## src/rtl/multi_glitch_filter.sv

```systemverilog
// Multi-channel debounce/glitch filter: per-line 2-flop synchronizer, stability
// counter against a shared threshold, edge pulses and sticky toggle flags.
module multi_glitch_filter #(
  parameter int                  CHANNELS = 2,
  parameter int                  CNT_W    = 5,
  parameter logic [CHANNELS-1:0] RST_VAL  = {CHANNELS{1'b1}}
) (
  input  logic                clk,
  input  logic                rst_n,
  input  logic [CHANNELS-1:0] inp,
  input  logic [CNT_W-1:0]    thresh,
  input  logic [CHANNELS-1:0] clr,
  output logic [CHANNELS-1:0] out,
  output logic [CHANNELS-1:0] rise,
  output logic [CHANNELS-1:0] fall,
  output logic [CHANNELS-1:0] flag
);

  // Last count value at which a disagreeing sample toggles; thresh==0 acts as 1.
  function automatic logic [CNT_W-1:0] f_limit(input logic [CNT_W-1:0] t);
    f_limit = (t == '0) ? '0 : t - CNT_W'(1);
  endfunction

  logic [CHANNELS-1:0] r_sync_p0;
  logic [CHANNELS-1:0] r_sync_p1;
  logic [CHANNELS-1:0] r_out;
  logic [CHANNELS-1:0] r_rise;
  logic [CHANNELS-1:0] r_fall;
  logic [CHANNELS-1:0] r_flag;
  logic [CHANNELS-1:0] w_tog;
  logic [CNT_W-1:0]    w_lim;

  assign w_lim = f_limit(thresh);

  // Stage p0/p1: synchronizer on the raw asynchronous lines
  always_ff @(posedge clk or negedge rst_n) begin
    if (!rst_n) begin
      r_sync_p0 <= RST_VAL;
      r_sync_p1 <= RST_VAL;
    end else begin
      r_sync_p0 <= inp;
      r_sync_p1 <= r_sync_p0;
    end
  end

  // Stability counters: one per channel, cleared on agreement or on toggle
  for (genvar g = 0; g < CHANNELS; g++) begin : g_ch
    logic [CNT_W-1:0] r_cnt;
    logic             w_dis;

    assign w_dis    = r_sync_p1[g] ^ r_out[g];
    assign w_tog[g] = w_dis && (r_cnt >= w_lim);

    always_ff @(posedge clk or negedge rst_n) begin
      if (!rst_n) begin
        r_cnt <= '0;
      end else if (!w_dis || w_tog[g]) begin
        r_cnt <= '0;
      end else begin
        r_cnt <= r_cnt + CNT_W'(1);
      end
    end
  end

  // Filtered level, edge pulses and sticky flags; a toggle beats a clear
  always_ff @(posedge clk or negedge rst_n) begin
    if (!rst_n) begin
      r_out  <= RST_VAL;
      r_rise <= '0;
      r_fall <= '0;
      r_flag <= '0;
    end else begin
      r_out  <= r_out ^ w_tog;
      r_rise <= w_tog & r_sync_p1;
      r_fall <= w_tog & ~r_sync_p1;
      r_flag <= w_tog | (r_flag & ~clr);
    end
  end

  assign out  = r_out;
  assign rise = r_rise;
  assign fall = r_fall;
  assign flag = r_flag;

endmodule

```

## config.mk

```make
export PLATFORM = sky130hd
export DESIGN_NAME = multi_glitch_filter
export DESIGN_NICKNAME = d
export VERILOG_FILES = /design/src/rtl/multi_glitch_filter.sv
export SDC_FILE = /design/constraint.sdc
export NUM_CORES = 1
export LEC_CHECK = 0
export ABC_AREA = 1
export BUFFER_PORTS_ARGS = -buffer_cell sky130_fd_sc_hd__buf_2
export CAP_MARGIN = 10
export CELL_PAD_IN_SITES_DETAIL_PLACEMENT = 0
export CELL_PAD_IN_SITES_GLOBAL_PLACEMENT = 1
export CORE_ASPECT_RATIO = 0.6
export CORE_UTILIZATION = 45
export DETAILED_ROUTE_END_ITERATION = 12
export PLACE_DENSITY = 0.89
export SYNTH_ARGS = -nofsm -noshare
export SYNTH_HDL_FRONTEND = slang
export SYNTH_SLANG_ARGS = --single-unit
```

## constraint.sdc

```tcl
create_clock -name clk -period 2.3 [get_ports clk]
set_input_delay 0.115 -clock clk [delete_from_list [all_inputs] [get_ports clk]]
set_output_delay 0.115 -clock clk [all_outputs]
set_load 0.02 [all_outputs]
```

==> out/results.tsv <==
stage	metric	value	unit
run_status	status	completed	
critical_path	slowest_stage	ha_1	
final_layout	synthToLayoutAreaGrowth	17.5	%
place	io_buffers	18	
timing	tns	0	ns
route	routed_wl	2100	µm
global_routing	grt_pass1_wl	3590	µm
clock_network	cts_tree	done	
global_routing	antenna_found_initial	0	
synth	ys_seq_elements	22	
synth	postSynthCellCount	137	
synth	syn_nets	162	
critical_path	end_kind	flop	
synth	ys.warnings.count	0	
route	dr.pass1.iters	4	
timing	hold_violations	0	
critical_path	worstPathRequired	2.48	ns
timing	fin_hold_ws	0.0788	ns
final_layout	register_area	558	µm²
clock_network	cts_buffers	3	
floorplan	chipHeight	42.5	µm
critical_path	start_kind	primary input	
clock_network	clock-sinks	22	
critical_path	path_max_fanout	5	
critical_path	path_cells	buf_2 > inv_1 > ha_1 > nand3_1 > nand3_1 > ha_1 > a21oi_2 > nand4_2 > nor2_1	
worst_hold_path	min_path_type	primary input to flop	
floorplan	core_area	0.00254	mm²
timing	relSlewSlack	67.5	%
synth	syn_area	0.00123	mm²
final_layout	fillers	223	
timing	final_max_slew_viol_count	0	
timing	finalSetupViolCount	0	
synth	ys_seq_area_share	45.3	%
global_routing	grt_pass1_vias	884	
flow_run	maxCapViolations	0	
clock_network	clock_latency	0.26	ns
pwr	p_leak	0.000806	µW
floorplan	row_count	14	
route	drc_errors	0	
global_routing	grt.total_usage	15.9	%
floorplan	die_area	0.00296	mm²
synth	synth_top_area_share	32.5	%
place	place_hpwl	1700	µm
final_layout	diodes	0	
synth	yosysUniqueCellTypes	20	
timing	fin_crit	1.55	ns
floorplan	die_w	69.5	µm
floorplan	io_pins	19	
route	antenna_left	0	
timing	rsz0062_at_grt	false	
timing	worst_clock_skew	0.00217	ns
critical_path	worstSetupPathType	primary input to flop	
clock_network	cts_resized	0	
clock_network	clk_pin_slew	0.08	ns
timing	min_period_over_period	67.3	%
timing	worst_pin_slew	0.487	ns
critical_path	slowest_delay	0.33	ns
synth	avgSynthCellArea	8.99	µm²
final_layout	fin_util	56.9	%
clock_network	cts_root_buf	clkbuf_8	
synth	synth_top_area_cell	dfrtp_1	
route	via_per_inst	4.73	
clock_network	htreeDepth	1	
global_routing	grt.overflow.total	0	
route	drt_iter0_drc	36	
final_layout	layout-drive-gt1-share	29.0	%
global_routing	grt_max_degree	23	
critical_path	arrival	1.73	ns
synth	synthTopCellsByArea	dfrtp_1 33%, ha_1 14%, dfstp_2 13%	
floorplan	start_util	48.5	%
pwr	peakVddDrop	490	µV
pwr	p_per_area	788	mW/mm²
route	wire_per_inst	10.8	µm
clock_network	clockBufferDepth	2	
final_layout	multi_input_area	591	µm²
place	gp_congestion	0.744	
final_layout	final_nets	188	
timing	max_freq	0.646	GHz
route	vias	918	
==> logic make-up (layout without fill, tap and decap cells) <==
logic type	Yosys count	after routing	synth area share, %
AND/OR/NAND/NOR	69	69	27.1
flip-flops	22	22	45.3
AO/OA/AOI/OAI	4	4	2.34
buffers and inverters	22	47	6.71
XOR/XNOR	6	6	4.27
adder cells (fa/ha/maj)	14	14	14.2
==> worst max-delay path: cells and delay by family <==
| family | cells | cell delay [ns] |
|---|---|---|
| AOI/OAI and AO/OA | 1 | 0.23 |
| and+or+nand+nor | 4 | 0.67 |
| adders and majority gates | 2 | 0.55 |
| buffers and inverters | 2 | 0.16 |
==> layout make-up <==
| type | instances | area share, % |
|---|---|---|
| inverter | 22 | 5.71 |
| tap | 32 | 2.77 |
| timing repair buffer | 21 | 8.30 |
| clock buffer | 4 | 3.81 |
| multi-input combinational | 93 | 40.8 |
| sequential | 22 | 38.6 |
==> synth_stat cells, drive strengths merged <==
library cell and number:
a21oi 3, nand3 11, or2 1, nor2 18, dfrtp 16, nand4 4, ha 14, a31oi 1
xor2 4, inv 22, dfstp 6, xnor2 2, nand2 34, nand3b 1
==> layer usage <==
layer	global-route usage, %	part of all wire [%]	vias up
li1	-	-	487
met1	18.7	47	416
met2	29.1	48	15
met3	5.05	4.5	0
met4	2.86	0	0
met5	0	0	-
==> worst paths after layout <==
check                           slack, ns  cells after the start                        from                          to
worst max-delay path                 0.75                      9                   thresh[0]  g_ch[1].r_cnt[4]$_DFF_PN0_
worst min-delay path                 0.08                      4                      clr[1]           flag[1]$_DFF_PN0_
worst max register to register       0.89                      4  g_ch[1].r_cnt[4]$_DFF_PN0_  g_ch[1].r_cnt[4]$_DFF_PN0_
worst min register to register       0.36                      0      r_sync_p0[1]$_DFF_PN1_      r_sync_p1[1]$_DFF_PN1_
max in group asynchronous            1.60                      2                       rst_n      r_sync_p0[0]$_DFF_PN1_
min in group asynchronous            0.34                      2                       rst_n           flag[1]$_DFF_PN0_
==> per-stage QoR <==
step	cells	power, µW	setup slack [ns]	cell area, µm²
after global routing	194	1230	0.650	1450
after floorplan	137	773	0.778	1230
after CTS	194	1150	0.735	1450
after global placement	187	858	0.600	1360
final	194	1140	0.752	1450
after detailed placement	187	876	0.465	1360
==> where the power goes <==
group,internal (µW),switching [µW]
logic,134,212
clock network,152,117
registers,464,60.0
total,751,390
==> repair_timing <==
item                       CTS  global route
hold buffers                 3             0
setup endpoints to repair    0             0
buffers inserted             0             0
hold endpoints to repair    18             0
==> cells in the final DEF, fill, tap and decap left out, drive strengths merged <==
cell / n
buf: 18
xnor2: 2
clkbuf: 4
nand3: 11
a31oi: 1
nand3b: 1
xor2: 4
nand2: 34
or2: 1
dlygate4sd3: 3
dfrtp: 16
ha: 14
nor2: 18
nand4: 4
inv: 22
a21oi: 3
dfstp: 6
==> state kept, by name, summed over array words and instances (netlist names), named ones only <==
register,cells
fall,2
rise,2
g_ch.r_cnt,10
r_sync_p1,2
r_sync_p0,2
flag,2
No activity file was read; power rests on OpenSTA's default activity.
